File: src/rtl/axi_lite_pkg.sv
`default_nettype none
// ============================================================================
//  Module      : axi_lite_pkg
//  Description : Shared AXI-Lite channel payloads, request/response bundles,
//                response encodings and the spill-stage state encoding.
//  Revision    : 1.0 - initial release
// ============================================================================
package axi_lite_pkg;

    localparam int unsigned c_ADDR_WIDTH = 32;
    localparam int unsigned c_DATA_WIDTH = 32;
    localparam int unsigned c_STRB_WIDTH = c_DATA_WIDTH / 8;

    localparam logic [1:0] c_RESP_OKAY   = 2'b00;
    localparam logic [1:0] c_RESP_SLVERR = 2'b10;

    typedef struct packed {
        logic [c_ADDR_WIDTH-1:0] addr;
        logic [2:0]              prot;
    } aw_chan_t;

    typedef struct packed {
        logic [c_DATA_WIDTH-1:0] data;
        logic [c_STRB_WIDTH-1:0] strb;
    } w_chan_t;

    typedef struct packed {
        logic [1:0] resp;
    } b_chan_t;

    typedef struct packed {
        logic [c_ADDR_WIDTH-1:0] addr;
        logic [2:0]              prot;
    } ar_chan_t;

    typedef struct packed {
        logic [c_DATA_WIDTH-1:0] data;
        logic [1:0]              resp;
    } r_chan_t;

    typedef struct packed {
        aw_chan_t aw;
        logic     aw_valid;
        w_chan_t  w;
        logic     w_valid;
        logic     b_ready;
        ar_chan_t ar;
        logic     ar_valid;
        logic     r_ready;
    } req_t;

    typedef struct packed {
        logic     aw_ready;
        logic     w_ready;
        b_chan_t  b;
        logic     b_valid;
        logic     ar_ready;
        r_chan_t  r;
        logic     r_valid;
    } resp_t;

    // Occupancy of a two-entry spill stage
    typedef enum logic [1:0] {
        ST_EMPTY = 2'd0,
        ST_HALF  = 2'd1,
        ST_FULL  = 2'd2
    } spill_state_e;

endpackage : axi_lite_pkg
`default_nettype wire

File: src/rtl/axi_lite_spill_stage.sv
`default_nettype none
// ============================================================================
//  Module      : axi_lite_spill_stage
//  Description : One valid/ready channel, either a combinational wire-through
//                or a two-entry spill register with flop-driven valid/ready.
//  Revision    : 1.0 - initial release
// ============================================================================
module axi_lite_spill_stage
    import axi_lite_pkg::*;
#(
    parameter type payload_t = logic [31:0],
    parameter bit  Bypass    = 1'b0
) (
    input  logic     clk,
    input  logic     rst,
    // upstream side
    input  logic     i_valid,
    output logic     o_ready,
    input  payload_t i_data,
    // downstream side
    output logic     o_valid,
    input  logic     i_ready,
    output payload_t o_data,
    // stage holds at least one beat
    output logic     o_busy
);

    if (Bypass) begin : g_bypass
        // Clock and reset have no role when the channel is a plain wire
        logic w_unused_clk_rst;
        assign w_unused_clk_rst = clk ^ rst;

        assign o_valid = i_valid;
        assign o_ready = i_ready;
        assign o_data  = i_data;
        assign o_busy  = 1'b0;
    end else begin : g_spill
        spill_state_e r_state;
        payload_t     r_head;   // beat being presented downstream
        payload_t     r_tail;   // second beat parked while downstream stalls
        logic         w_push;
        logic         w_pop;

        // Handshakes are decoded purely from the state flop, so no
        // input-to-output combinational path exists on valid or ready.
        assign o_ready = (r_state != ST_FULL);
        assign o_valid = (r_state != ST_EMPTY);
        assign o_data  = r_head;
        assign o_busy  = (r_state != ST_EMPTY);
        assign w_push  = i_valid & o_ready;
        assign w_pop   = o_valid & i_ready;

        // Occupancy tracking; reset discards any held beats
        always_ff @(posedge clk or posedge rst) begin
            if (rst) begin
                r_state <= ST_EMPTY;
            end else begin
                case (r_state)
                    ST_EMPTY: if (w_push)            r_state <= ST_HALF;
                    ST_HALF: begin
                        if (w_push && !w_pop)        r_state <= ST_FULL;
                        else if (w_pop && !w_push)   r_state <= ST_EMPTY;
                    end
                    ST_FULL:  if (w_pop)             r_state <= ST_HALF;
                    default:                         r_state <= ST_EMPTY;
                endcase
            end
        end

        // Payload storage; head always holds the oldest beat, so a
        // simultaneous push/pop in HALF replaces the departing beat.
        always_ff @(posedge clk) begin
            case (r_state)
                ST_EMPTY: if (w_push) r_head <= i_data;
                ST_HALF: begin
                    if (w_push && w_pop) r_head <= i_data;
                    else if (w_push)     r_tail <= i_data;
                end
                ST_FULL:  if (w_pop)  r_head <= r_tail;
                default: ;
            endcase
        end
    end

endmodule : axi_lite_spill_stage
`default_nettype wire

File: src/rtl/axi_lite_spill_join.sv
`default_nettype none
// ============================================================================
//  Module      : axi_lite_spill_join
//  Description : AXI-Lite register slice; each of the five channels is
//                independently a wire or a two-entry spill stage.
//  Revision    : 1.0 - initial release
// ============================================================================
module axi_lite_spill_join #(
    parameter int unsigned AddrWidth = 32,
    parameter int unsigned DataWidth = 32,
    parameter bit          CutAw     = 1'b1,
    parameter bit          CutW      = 1'b1,
    parameter bit          CutB      = 1'b1,
    parameter bit          CutAr     = 1'b1,
    parameter bit          CutR      = 1'b1,
    parameter type         req_t     = axi_lite_pkg::req_t,
    parameter type         resp_t    = axi_lite_pkg::resp_t
) (
    input  logic  clk_i,
    input  logic  rst_i,
    input  req_t  slv_req_i,
    output resp_t slv_resp_o,
    output req_t  mst_req_o,
    input  resp_t mst_resp_i,
    output logic  busy_o
);

    localparam int unsigned c_AW_BITS = $bits(slv_req_i.aw);
    localparam int unsigned c_W_BITS  = $bits(slv_req_i.w);
    localparam int unsigned c_B_BITS  = $bits(mst_resp_i.b);
    localparam int unsigned c_AR_BITS = $bits(slv_req_i.ar);
    localparam int unsigned c_R_BITS  = $bits(mst_resp_i.r);

    if (!(DataWidth == 32 || DataWidth == 64)) begin : g_bad_data_width
        $error("axi_lite_spill_join: DataWidth must be 32 or 64");
    end
    if ($bits(slv_req_i.w.data) != DataWidth ||
        $bits(slv_req_i.aw.addr) != AddrWidth) begin : g_bad_bundle_width
        $error("axi_lite_spill_join: req_t/resp_t widths disagree with parameters");
    end

    logic [c_AW_BITS-1:0] w_aw_data;
    logic [c_W_BITS-1:0]  w_w_data;
    logic [c_B_BITS-1:0]  w_b_data;
    logic [c_AR_BITS-1:0] w_ar_data;
    logic [c_R_BITS-1:0]  w_r_data;
    logic w_aw_valid, w_aw_ready, w_w_valid, w_w_ready, w_b_valid, w_b_ready;
    logic w_ar_valid, w_ar_ready, w_r_valid, w_r_ready;
    logic [4:0] w_busy;

    axi_lite_spill_stage #(.payload_t(logic [c_AW_BITS-1:0]), .Bypass(!CutAw)) u_aw (
        .clk(clk_i), .rst(rst_i),
        .i_valid(slv_req_i.aw_valid), .o_ready(w_aw_ready), .i_data(slv_req_i.aw),
        .o_valid(w_aw_valid), .i_ready(mst_resp_i.aw_ready), .o_data(w_aw_data),
        .o_busy(w_busy[0])
    );

    axi_lite_spill_stage #(.payload_t(logic [c_W_BITS-1:0]), .Bypass(!CutW)) u_w (
        .clk(clk_i), .rst(rst_i),
        .i_valid(slv_req_i.w_valid), .o_ready(w_w_ready), .i_data(slv_req_i.w),
        .o_valid(w_w_valid), .i_ready(mst_resp_i.w_ready), .o_data(w_w_data),
        .o_busy(w_busy[1])
    );

    axi_lite_spill_stage #(.payload_t(logic [c_B_BITS-1:0]), .Bypass(!CutB)) u_b (
        .clk(clk_i), .rst(rst_i),
        .i_valid(mst_resp_i.b_valid), .o_ready(w_b_ready), .i_data(mst_resp_i.b),
        .o_valid(w_b_valid), .i_ready(slv_req_i.b_ready), .o_data(w_b_data),
        .o_busy(w_busy[2])
    );

    axi_lite_spill_stage #(.payload_t(logic [c_AR_BITS-1:0]), .Bypass(!CutAr)) u_ar (
        .clk(clk_i), .rst(rst_i),
        .i_valid(slv_req_i.ar_valid), .o_ready(w_ar_ready), .i_data(slv_req_i.ar),
        .o_valid(w_ar_valid), .i_ready(mst_resp_i.ar_ready), .o_data(w_ar_data),
        .o_busy(w_busy[3])
    );

    axi_lite_spill_stage #(.payload_t(logic [c_R_BITS-1:0]), .Bypass(!CutR)) u_r (
        .clk(clk_i), .rst(rst_i),
        .i_valid(mst_resp_i.r_valid), .o_ready(w_r_ready), .i_data(mst_resp_i.r),
        .o_valid(w_r_valid), .i_ready(slv_req_i.r_ready), .o_data(w_r_data),
        .o_busy(w_busy[4])
    );

    // Reassemble the downstream request and upstream response bundles
    always_comb begin
        mst_req_o          = '0;
        mst_req_o.aw       = w_aw_data;
        mst_req_o.aw_valid = w_aw_valid;
        mst_req_o.w        = w_w_data;
        mst_req_o.w_valid  = w_w_valid;
        mst_req_o.b_ready  = w_b_ready;
        mst_req_o.ar       = w_ar_data;
        mst_req_o.ar_valid = w_ar_valid;
        mst_req_o.r_ready  = w_r_ready;

        slv_resp_o          = '0;
        slv_resp_o.aw_ready = w_aw_ready;
        slv_resp_o.w_ready  = w_w_ready;
        slv_resp_o.b        = w_b_data;
        slv_resp_o.b_valid  = w_b_valid;
        slv_resp_o.ar_ready = w_ar_ready;
        slv_resp_o.r        = w_r_data;
        slv_resp_o.r_valid  = w_r_valid;
    end

    assign busy_o = |w_busy;

endmodule : axi_lite_spill_join
`default_nettype wire

File: config.mk
export PLATFORM = sky130hd
export DESIGN_NAME = axi_lite_spill_join
export DESIGN_NICKNAME = d
export VERILOG_FILES = /design/src/rtl/axi_lite_pkg.sv /design/src/rtl/axi_lite_spill_stage.sv /design/src/rtl/axi_lite_spill_join.sv
export SDC_FILE = /design/constraint.sdc
export NUM_CORES = 1
export LEC_CHECK = 0
export CORE_ASPECT_RATIO = 1.75
export CORE_UTILIZATION = 45
export DETAILED_ROUTE_END_ITERATION = 6
export PLACE_DENSITY = 0.73
export SLEW_MARGIN = 20
export SYNTH_ARGS = -nofsm -noshare
export SYNTH_HDL_FRONTEND = slang
export SYNTH_HIERARCHICAL = 1
export SYNTH_SLANG_ARGS = --single-unit
File: constraint.sdc
create_clock -name clk_i -period 5.5 [get_ports clk_i]
set_input_delay 0.825 -clock clk_i [delete_from_list [all_inputs] [get_ports clk_i]]
set_output_delay 0.825 -clock clk_i [all_outputs]
set_load 0.02 [all_outputs]
== Word level (Yosys, flattened, before mapping) ==
Index checks and enable logic that the tools add are counted.

* Latch bits: 0
* Memory bits (read-only): 0
* Logic and storage cells: 166
* Memories: 0
* Input port bits: 154
* RAM bits: 0
* Output and inout bits: 153
* Register bits after elaboration: 294

* Equality and inequality tests: 35
* Reductions and logical operators: 56
* Mux-type cells: 45
* Order comparisons: 0
* Div/mod/pow operators: 0
* Bitwise logic cells: 15
* Shift-type cells: 0
* $add $sub $neg: 0
* Multiply operators: 0

{| class="wikitable"
|+ Operators with widths
! cell !! count
|-
| 35-bit 2-to-1 mux || 6
|-
| 35-bit case mux with 3 select lines || 2
|-
| 36-bit 2-to-1 mux || 3
|-
| 36-bit case mux with 3 select lines || 1
|-
| 34-bit 2-to-1 mux || 3
|-
| 34-bit case mux with 3 select lines || 1
|-
| 2-bit 2-to-1 mux || 23
|-
| 2-bit case mux with 3 select lines || 6
|-
| 2-bit by 1-bit inequality test with 1-bit output, second input constant || 15
|-
| 3-bit AND reduction || 10
|-
| 4-bit AND reduction || 5
|-
| 1-bit logical AND || 15
|-
| 3-bit by 1-bit inequality test with 1-bit output, second input constant || 5
|-
| 3-bit nonzero test || 5
|-
| 1-bit bitwise AND || 10
|-
| 2-bit by 1-bit equality test with 1-bit output, second input constant || 5
|-
| 2-bit equality test, second input constant || 5
|-
| 1-bit logical NOT || 10
|-
| 2-bit logical NOT || 5
|-
| 2-bit inequality test, second input constant || 5
|-
| 2-bit nonzero test || 5
|-
| 1-bit NOT || 5
|-
| 5-bit OR reduction || 1
|}

== Longest topological paths before layout ==
Gate-level depths: netlist of run 1.

* Word-level depth: 7
* Depth in mapped cells: 9
* Depth with buffers taken out: 6

== Hierarchy ==
The synthesis of run 1 kept the hierarchy.

{| class="wikitable"
|+ By module, submodules not included
! module !! area each (sq um) !! cells an instance !! seq. area each (sq um) !! times used
|-
| axi_lite_spill_stage (u_w) || 2964.1 || 135 || 2212.1 || 1
|-
| axi_lite_spill_stage (u_ar) || 2851.5 || 129 || 2152.1 || 1
|-
| axi_lite_spill_stage (u_r) || 2821.5 || 129 || 2092.0 || 1
|-
| axi_lite_spill_stage (u_aw) || 2817.7 || 125 || 2152.1 || 1
|-
| axi_lite_spill_stage (u_b) || 316.6 || 23 || 170.2 || 1
|-
| axi_lite_spill_join || 87.6 || 13 || 0.0 || 1
|}

== Worst setup path before layout of run 1 ==
No wires, ideal clock.

* Kind: register -> register
* Start point: reg u_w.g_spill.r_state[1]
* End point: reg u_w.g_spill.r_head (netlist bit u_w/o_data[0]) (enable)
* Required time: 5021 ps
* Period minus slack after synthesis: 4248 ps
* Cell stages (with the launch flop): 9
* Setup slack: 1252 ps
* Path buffers: 2
* Arrival: 3769 ps
* Setup time: 479 ps
* Path through: dfrtp_1 nor2b_4 buf_12 buf_12 inv_2 and2_4 ha_1 mux2i_1 o21ai_0

* Longest elaborated chain between the ends: 5
* Elaborated cells on any way between the ends: 13
* Classes of those cells: eq/ne (6); bitwise (2); reduce/logical (5)

{| class="wikitable"
|+ RTL lines
! item !! line !! text
|-
| start: declaration || axi_lite_spill_stage.sv:38 || <nowiki>spill_state_e r_state;</nowiki>
|-
| start signal: assignment || axi_lite_spill_stage.sv:56 || <nowiki>r_state <= ST_EMPTY;</nowiki>
|-
| start signal: assignment || axi_lite_spill_stage.sv:59 || <nowiki>ST_EMPTY: if (w_push) r_state <= ST_HALF;</nowiki>
|-
| start signal: assignment || axi_lite_spill_stage.sv:61 || <nowiki>if (w_push && !w_pop) r_state <= ST_FULL;</nowiki>
|-
| 2-bit inequality test * || axi_lite_spill_stage.sv:46 || <nowiki>assign o_ready = (r_state != ST_FULL);</nowiki>
|-
| net w_w_ready || axi_lite_spill_join.sv:47 || <nowiki>logic w_aw_valid, w_aw_ready, w_w_valid, w_w_ready, w_b_valid, w_b_ready;</nowiki>
|-
| 1-bit bitwise AND * || axi_lite_spill_stage.sv:50 || <nowiki>assign w_push = i_valid & o_ready;</nowiki>
|-
| 1-bit logical AND || axi_lite_spill_stage.sv:76 || <nowiki>if (w_push && w_pop) r_head <= i_data;</nowiki>
|-
| 2-bit by 1-bit inequality test with 1-bit output (no line) || -- ||
|-
| 4-bit AND reduction (no line) * || -- ||
|-
| end signal: assignment || axi_lite_spill_stage.sv:74 || <nowiki>ST_EMPTY: if (w_push) r_head <= i_data;</nowiki>
|-
| end signal: assignment || axi_lite_spill_stage.sv:76 ||
|-
| end signal: assignment || axi_lite_spill_stage.sv:79 || <nowiki>ST_FULL: if (w_pop) r_head <= r_tail;</nowiki>
|-
| end: declaration || axi_lite_spill_stage.sv:39 || <nowiki>payload_t r_head;</nowiki>
|}

Mark *: on every way through the listed nets, which the timed path passes. The rest lies on a longest branch.
A chain may end at the register's enable or synchronous reset.

==> results of run 1 <==
[worst reg2reg max path: stages (launching register included)]
cell	delay [ns]
dfrtp_1	0.47
nor2b_4	0.16
buf_4	0.31
inv_2	0.15
and2_4	0.16
ha_1	0.13
mux2i_1	0.10
o21ai_4	0.85
[routing by layer]
layer	wire length [um]	share of wire [%]	global-route usage, %	vias up
met3	1190	5.1	3.32	47
met5	0	0	0	-
met2	13200	56	32.3	187
met1	8180	35	17.3	2910
met4	905	3.8	8.35	0
li1	-	-	-	2768
[sequential cells by signal, summed over array words and instances (netlist names)]
register / count
u_w/o_data: 36
u_r/g_spill.r_state: 2
u_ar/g_spill.r_tail: 35
u_ar/o_data: 35
u_b/g_spill.r_tail: 2
u_b/g_spill.r_state: 2
u_w/g_spill.r_state: 2
u_aw/g_spill.r_state: 2
u_aw/o_data: 35
u_r/o_data: 34
u_w/g_spill.r_tail: 36
u_ar/g_spill.r_state: 2
u_aw/g_spill.r_tail: 35
u_r/g_spill.r_tail: 34
u_b/o_data: 2
[layout by cell type (no fill, tap or decap), types with 2 or more instances in the layout]
cell / instances
o21ai_4: 4
edfxtp_1: 284
mux2i_1: 7
ha_1: 9
o21ai_0: 5
inv_1: 6
mux2_4: 118
nor2_4: 2
o22ai_1: 3
mux2_2: 24
inv_2: 3
buf_4: 6
and2_1: 4
nor2b_4: 4
clkbuf_16: 27
diode_2: 3
clkdlybuf4s50_1: 306
dfrtp_1: 10
nand2_1: 9
or2_2: 5
clkbuf_1: 11
clkinv_1: 3
clkinv_2: 4
nand3b_1: 8
buf_16: 3
and2_4: 2
[logic make-up after synthesis]
| kind of cell | Yosys count |
|---|---|
| AO/OA/AOI/OAI | 15 |
| adder cells (fa/ha/maj) | 9 |
| buffers and inverters | 42 |
| flip-flops | 294 |
| multiplexers | 149 |
| AND/OR/NAND/NOR | 45 |
[metrics by stage]
stage	total power, mW	instance area, um^2	cells
2_1_floorplan	4.65	11900	554
3_3_place_gp	5.43	15000	1153
3_5_place_dp	5.47	15000	1153
4_1_cts	7.17	15800	1200
5_1_grt	7.40	15900	1206
6_report	7.13	15900	1206
[cell type report]
class	count	area (um^2)	share of cell area [%]
multi-input cells	218	2690	17.0
well taps	320	400	2.52
flip-flops and latches	294	8780	55.3
clock buffers	39	731	4.60
repair buffers	315	3190	20.1
inverters	9	33.8	0.213
clock inverters	8	38.8	0.244
diodes	3	7.51	0.0473
[power breakdown]
group | internal, mW | total [mW] | switching [mW] | leakage, nW
sequential | 3.14 | 3.32 | 0.188 | 2.78
clock | 0.917 | 1.68 | 0.764 | 0.373
combinational | 1.02 | 2.12 | 1.10 | 2.46
[how the worst min path moves through the flow]
| stage | cells after the start | slack, ns | endpoint |
|---|---|---|---|
| after floorplan | 1 | 0.52 | u_ar/g_spill.r_state[0] |
| after global placement | 1 | 0.53 | u_r/o_data[8] |
| after detailed placement | 1 | 0.53 | u_r/o_data[5] |
| after CTS | 1 | 0.54 | u_ar/o_data[20] |
| after global routing | 1 | 0.56 | u_ar/o_data[9] |
| final | 1 | 0.54 | u_ar/o_data[20] |
==> out/metrics.cfg, run 1 <==
[run_status]
status=finished, final reports clean

[routing]
first_pass_iters=4
drc_errors=0
wl_per_cell_um=19.5
routed_via_density=4.90
final_antenna_net_count=0
routed_wirelength_um=23500
drt_iter0_drc=236
vias=5912

[critical_path]
timing.rr.start=u_r/g_spill.r_state[1]
cp-endpoint=slv_resp_o[35]
critPathRequiredTime_ns=4.68
reg2reg_to=u_r/o_data[11]
critical_path_arrival_ns=2.46
r2r_slack_ns=2.76
crit_path_end_kind=output pin
cp_slowest_cell=clkdlybuf4s50_1
crit_family=buffers and inverters
max_stage_delay_ns=0.58
r2r_cells=7
cp-startpoint=u_ar/g_spill.r_state[1]
critPathLaunchType=flop
critPathKind=reg2out
path_buf_inv=3
crit_fanout=36
path_cells=nor2b_4 -> buf_4 -> inv_2 -> clkdlybuf4s50_1
worstSetupPathDepth=4

[place]
dp_slack_ns=2.42
port_buffers=306
routabilityCongestion=0.793
dp_hpwl_um=16700

[power_and_ir_drop]
ir_drop_mv=0.434
p_leak_nw=5.62
pwr_density_cell_nw_per_um2=449

[yosys]
synth_edf_count=284
synthSimpleGateAreaFrac_pct=2.58
synth_most_common_cell=edfxtp_1
synth-async-reset-ratio_pct=3.40
yosys.area.top_type_share_pct=71.9
ys.flop_type=edfxtp_1
yosysUniqueCellTypes=32
synth_xor_area_share_pct=0
netlist_area_um2=11900
synth_common_cells=edfxtp_1, mux2_4, mux2_2
synth_mux_area_share_pct=17.8
synth-warning-count=6
syn_nets=717
syn_avg_cell_area_um2=21.4
synth_top_family_by_area=multiplexers
synth.largest_area_cell=edfxtp_1
synthAdderAreaFrac_pct=0.950
netlist_instances=554
synth_compound_area_share_pct=0.717
ys_ff_latch=294
seq_area_frac_synth_pct=74.0
ys_top_cells_by_area=edfxtp_1, mux2_4, buf_12, mux2_2, dfrtp_1

[sta]
worst_pin_slew_ns=1.09
finalHoldWorstSlack_ns=0.540
rsz0062_at_grt=false
period_needed_ns=3.29
hold_violations=0
fin_skew_ns=0.0191
finalSetupViolations=0
period_share_pct=59.8
maxSlewViolCount=0
finalSetupTns_ns=0
max_freq_mhz=304
max-slew-margin-rel_pct=26.9
worst_slack_ns=2.21

[cells_and_area]
nFillCells=1918
post_route_cells_drive_above_1_share_pct=23.7
nets=1028
areaGrowthSynthToFinish_pct=33.8
final_util_pct=61.4

[clock_network]
clock_latency_ns=0.54
cts.htree.levels=1
cts_made_buffers=27
cts_sinks=294
clk_pin_slew_ns=0.06
cts_hold_buf=0
post_cts_resized=0
clockRootBuffer=clkbuf_16
clockBufferDepth=3
post_cts_buffers=0
cts_tree=built

[global_route]
antenna_found_initial=3
gr-total-overflow=0
grt_pass1_vias=6098
grt_max_degree=37
grt_use_total_pct=16.9
grt_pass1_wl_um=34900

[job]
cap_violations=0

[floorplan]
chipWidth_um=125
rows=78
io_pins=307
die_area_um2=27000
core_area_um2=25900
start_util_pct=45.9
die_y_um=217

[hold_path]
min_from=u_ar/g_spill.r_tail[20]
hp-class=reg2reg

Power figures use the tool's default switching activity.
==> run 2: changes to the inputs <==
==> constraint.sdc (replaced) <==
create_clock -name clk_i -period 3.2 [get_ports clk_i]
set_input_delay 0.48 -clock clk_i [delete_from_list [all_inputs] [get_ports clk_i]]
set_output_delay 0.48 -clock clk_i [all_outputs]
set_load 0.02 [all_outputs]
==> out/metrics.cfg, run 2 (same netlist as run 1, synthesis figures left out) <==
[power_and_ir_drop]
finalPower_mw=12.3  ; +72%
ir_drop_mv=0.621  ; +43%
pwr_density_cell_nw_per_um2=773  ; +72%
p_leak_nw=5.64  ; +0.33%

[place]
port_buffers=306  ; unchanged
routabilityCongestion=0.773  ; -2.4%
dp.cells=1159  ; +0.52%
dp_hpwl_um=16700  ; about the same
placed_area_um2=15100  ; +0.33%

[global_route]
grt_use_total_pct=17.2  ; +0.31 points
gr-total-overflow=0  ; unchanged
antenna_found_initial=1  ; -2
grt_pass1_wl_um=35500  ; +1.6%
grt_pass1_vias=6174  ; +1.2%
grt_max_degree=37  ; unchanged

[critical_path]
crit_family=simple AND/OR/NAND/NOR gates
crit_path_end_kind=output pin
path_buf_inv=1  ; -2
critPathKind=reg2out
cp_slowest_cell=clkdlybuf4s50_1
r2r_slack_ns=1.04  ; -1.72 ns
critPathLaunchType=flop
critPathRequiredTime_ns=2.72  ; -1.96 ns
max_stage_delay_ns=0.54  ; -0.04 ns
crit_fanout=7  ; -81%
path_cells=or2_2 -> nor3_1 -> nand2_1 -> clkdlybuf4s50_1
reg2reg_to=u_w/o_data[26]
critical_path_arrival_ns=2.22  ; -0.24 ns
r2r_cells=6  ; -1
timing.rr.start=u_w/g_spill.r_state[1]

[clock_network]
clk_pin_slew_ns=0.07  ; about the same
cts_hold_buf=0  ; unchanged
post_cts_buffers=0  ; unchanged
clockBufferDepth=3  ; unchanged
clockRootBuffer=clkbuf_16
cts_made_buffers=26  ; -3.7%
post_cts_resized=0  ; unchanged
cts.htree.levels=1  ; unchanged
cts_tree=built
cts_sinks=294  ; unchanged
clock_latency_ns=0.54  ; about the same

[hold_path]
hp-class=in2async

[routing]
drc_errors=0  ; unchanged
wl_per_cell_um=19.4  ; -0.47%
routed_wirelength_um=23400  ; -0.39%
first_pass_iters=4  ; unchanged
final_antenna_net_count=0  ; unchanged
vias=5892  ; -0.34%
routed_via_density=4.88  ; -0.42%
drt_iter0_drc=305  ; +29%

[sta]
finalHoldWorstSlack_ns=0.264  ; -0.277 ns
maxSlewViolCount=0  ; unchanged
finalSetupTns_ns=0  ; unchanged
period_share_pct=84.4
period_needed_ns=2.70
max_freq_mhz=370
hold_violations=0  ; unchanged
worst_pin_slew_ns=0.637  ; -0.456 ns
max-slew-margin-rel_pct=57.5  ; +31 points
fin_skew_ns=0.0225  ; +0.00343 ns
rsz0062_at_grt=false
finalSetupViolations=0  ; unchanged

[floorplan]
die_y_um=217  ; unchanged
die_area_um2=27000  ; unchanged
chipWidth_um=125  ; unchanged
start_util_pct=45.9  ; unchanged
core_area_um2=25900  ; unchanged
io_pins=307  ; unchanged
rows=78  ; unchanged

[cells_and_area]
antenna_cells=0  ; -3
final_cells=1207  ; +0.083%
multiInputGateArea_um2=2700  ; +0.19%
areaGrowthSynthToFinish_pct=33.8  ; about the same
nets=1030  ; +0.19%
nFillCells=1842  ; -4.0%
regArea_um2=8780  ; unchanged
mostFrequentLayoutCells=clkdlybuf4s50_1, edfxtp_1, mux2_4, clkbuf_16, mux2_2
post_route_cells_drive_above_1_share_pct=24.8  ; +1.1 points
final_common_cell=clkdlybuf4s50_1
stdcell_area_um2=15900  ; about the same

[run_status]
status=finished, final reports clean

[job]
cap_violations=0  ; unchanged

==> run 2: cell count changes in the layout (fill, tap and decap cells not counted), sizes merged <==
| cell | delta |
|---|---|
| clkinvlp | +2 |
| buf | +3 |
| bufinv | +1 |
| clkinv | +6 |
| diode | -3 |
| clkbuf | -8 |
==> run 2: stage by stage <==
stage / setup WS (ns) / util, %
global route: 0.392 / 61.4
detailed placement: 0.821 / 58.2
CTS: 0.460 / 61.4
global placement: 0.890 / 58.2
floorplan: 0.0174 / -
finish: 0.499 / 61.4
==> run 2: final cells by class <==
type,instances,share of cell area [%]
Sequential cell,294,55.3
Clock buffer,31,4.35
Timing Repair Buffer,318,19.9
Multi-Input combinational cell,218,17.0
Inverter,9,0.213
Clock inverter,17,0.741
Tap cell,320,2.52
==> run 2: how the worst max path moves through the flow <==
stage / startpoint / endpoint / cells after the start
4_1_cts: u_w/g_spill.r_state[1] / busy_o / 4
2_1_floorplan: u_r/g_spill.r_state[1] / u_r/o_data[0] / 8
5_1_grt: u_w/g_spill.r_state[1] / busy_o / 4
6_report: u_w/g_spill.r_state[1] / busy_o / 4
3_3_place_gp: slv_req_i[1] / u_ar/o_data[2] / 6
3_5_place_dp: mst_resp_i[39] / u_w/o_data[26] / 6
==> run 2: layer usage <==
layer | part of all wire (%) | vias to the layer above | routed length, um | GRT usage (%)
met5 | 0.047 | - | 11 | 0
met4 | 2.2 | 2 | 523 | 5.86
met3 | 6.2 | 33 | 1460 | 3.59
met2 | 56 | 192 | 13100 | 32.7
met1 | 35 | 2894 | 8310 | 18.7
li1 | - | 2771 | - | -
==> run 2: where the power goes <==
part           switching [mW]  leakage (nW)  internal [mW]
combinational            1.88          2.46           1.71
sequential              0.324          2.78           5.38
clock                    1.34         0.396           1.63
==> run 3: changes to the inputs <==
--- a/config.mk
+++ b/config.mk
@@ -6,9 +6,9 @@
 export NUM_CORES = 1
 export LEC_CHECK = 0
 export CORE_ASPECT_RATIO = 1.75
-export CORE_UTILIZATION = 45
+export CORE_UTILIZATION = 44
 export DETAILED_ROUTE_END_ITERATION = 6
-export PLACE_DENSITY = 0.73
+export PLACE_DENSITY = 0.74
 export SLEW_MARGIN = 20
 export SYNTH_ARGS = -nofsm -noshare
 export SYNTH_HDL_FRONTEND = slang
==> constraint.sdc (replaced) <==
create_clock -name clk_i -period 2.2 [get_ports clk_i]
set_input_delay 0.33 -clock clk_i [delete_from_list [all_inputs] [get_ports clk_i]]
set_output_delay 0.33 -clock clk_i [all_outputs]
set_load 0.02 [all_outputs]
==> out/metrics.cfg, run 3 (same netlist as run 1, synthesis figures left out) <==
[routing]
first_pass_iters=5  ; +1
routed_wirelength_um=23800  ; +1.5%
vias=6021  ; +2.2%
routed_via_density=4.91  ; +0.52%
wl_per_cell_um=19.4  ; -0.18%
final_antenna_net_count=0  ; unchanged
drt_iter0_drc=266  ; -13%
drc_errors=0  ; unchanged

[floorplan]
io_pins=307  ; unchanged
die_area_um2=27600  ; +2.2%
die_y_um=219  ; +1.1%
core_area_um2=26500  ; +2.4%
rows=79  ; +1.3%
chipWidth_um=126  ; +1.1%
start_util_pct=44.8  ; -1.1 points

[sta]
maxSlewViolCount=0  ; unchanged
max-slew-margin-rel_pct=59.5  ; +1.9 points
period_needed_ns=2.10
period_share_pct=95.4
finalSetupViolations=0  ; unchanged
max_freq_mhz=476
worst_pin_slew_ns=0.608  ; -0.0290 ns
hold_violations=0  ; unchanged
worst_slack_ns=0.101  ; -0.398 ns
rsz0062_at_grt=false
finalHoldWorstSlack_ns=0.142  ; -0.121 ns
fin_skew_ns=0.0175  ; -0.00500 ns

[hold_path]
hp-class=in2async

[cells_and_area]
multiInputGateArea_um2=2800  ; +3.9%
final_cells=1227  ; +1.7%
nFillCells=1925  ; +4.5%
nets=1042  ; +1.2%
post_route_cells_drive_above_1_share_pct=27.6  ; +2.8 points
mostFrequentLayoutCells=clkdlybuf4s50_1, edfxtp_1, mux2_4, clkbuf_16, mux2_2
stdcell_area_um2=16300  ; +3.0%
final_common_cell=clkdlybuf4s50_1
regArea_um2=8780  ; about the same
areaGrowthSynthToFinish_pct=37.8

[clock_network]
clock_latency_ns=0.54  ; about the same
clockBufferDepth=3  ; unchanged
clk_pin_slew_ns=0.07  ; about the same
post_cts_buffers=0  ; unchanged
cts_sinks=294  ; unchanged
clockRootBuffer=clkbuf_16
post_cts_resized=13  ; +13
cts_hold_buf=0  ; unchanged
cts.htree.levels=1  ; unchanged
cts_tree=built
cts_made_buffers=27  ; +3.8%

[power_and_ir_drop]
p_leak_nw=5.80  ; +2.8%
finalPower_mw=18.9  ; +54%
ir_drop_mv=0.783  ; +26%
pwr_density_cell_nw_per_um2=1150  ; +49%

[global_route]
grt_use_total_pct=17.1  ; -0.064 points
gr-total-overflow=0  ; unchanged
grt_pass1_vias=6526  ; +5.7%
antenna_found_initial=3  ; +2
grt_pass1_wl_um=35900  ; +0.97%
grt_max_degree=37  ; unchanged

[job]
cap_violations=0  ; unchanged

[critical_path]
critPathRequiredTime_ns=1.87  ; -0.85 ns
critPathLaunchType=flop
critical_path_arrival_ns=1.77  ; -0.45 ns
crit_fanout=7  ; unchanged
critPathKind=reg2out
crit_path_end_kind=output pin

[place]
dp_hpwl_um=17000  ; +2.3%
placed_area_um2=15400  ; +2.2%
dp_slack_ns=0.201  ; -0.620 ns
routabilityCongestion=0.801  ; +3.6%
port_buffers=306  ; unchanged
dp.cells=1174  ; +1.3%

[run_status]
status=finished, final reports clean

==> run 3: changes by cell type in the layout (fill, tap and decap cells not counted), sizes merged <==
| cell | before | now |
|---|---|---|
| buf | 12 | 24 |
| bufinv | 1 | 6 |
| clkbuf | 31 | 29 |
| clkdlybuf4s50 | 306 | 296 |
| clkinv | 13 | 9 |
| clkinvlp | 3 | 2 |
| diode | 0 | 5 |
| dlygate4sd2 | 0 | 8 |
| dlymetal6s2s | 0 | 1 |
| inv | 9 | 11 |
==> run 3: critical path, cell delays in order, from the launching register on <==
cell,delay (ns)
dfrtp_1,0.43
nand2b_4,0.20
clkdlybuf4s50_1,0.61
==> run 3: final timing paths <==
check	start	to	slack (ns)	depth (start not counted)
max	u_b/g_spill.r_state[0]	mst_req_o[37]	0.10	2
min	rst_i	u_aw/g_spill.r_state[1]	0.14	2
max reg2reg	u_r/g_spill.r_state[1]	u_r/o_data[28]	0.32	4
min reg2reg	u_aw/g_spill.r_tail[17]	u_aw/o_data[17]	0.53	1
max in group asynchronous	rst_i	u_w/g_spill.r_state[1]	1.90	2
min in group clk_i	mst_resp_i[26]	u_r/g_spill.r_tail[25]	0.36	1
==> run 3: routing by layer <==
| layer | global-route usage (%) | vias up | part of all wire, % |
|---|---|---|---|
| li1 | - | 2802 | - |
| met1 | 17.1 | 2951 | 34 |
| met2 | 32.4 | 215 | 56 |
| met3 | 3.83 | 53 | 6.1 |
| met4 | 9.68 | 0 | 4.5 |
| met5 | 0 | - | 0 |
==> run 3: final cells by class <==
cell class	count	area share, %
Tap cell	324	2.48
Timing Repair Buffer	329	20.6
Sequential cell	294	53.7
Clock buffer	29	4.18
Antenna cell	5	0.0766
Inverter	9	0.253
Multi-Input combinational cell	218	17.1
Clock inverter	19	1.55
==> run 3: through the flow <==
stage	TNS, ns	utilization (%)
2_1_floorplan	-12.41	-
3_5_place_dp	0	58.1
6_report	0	61.7
5_1_grt	0	61.7
4_1_cts	0	61.6
3_3_place_gp	0	58.1
==> run 3: power by group <==
group / switching, mW / internal, mW / leakage (nW) / total, mW
clock network: 1.98 / 2.95 / 0.455 / 4.93
logic: 2.93 / 2.78 / 2.56 / 5.72
registers: 0.392 / 7.82 / 2.78 / 8.21
total: 5.31 / 13.6 / 5.80 / 18.9
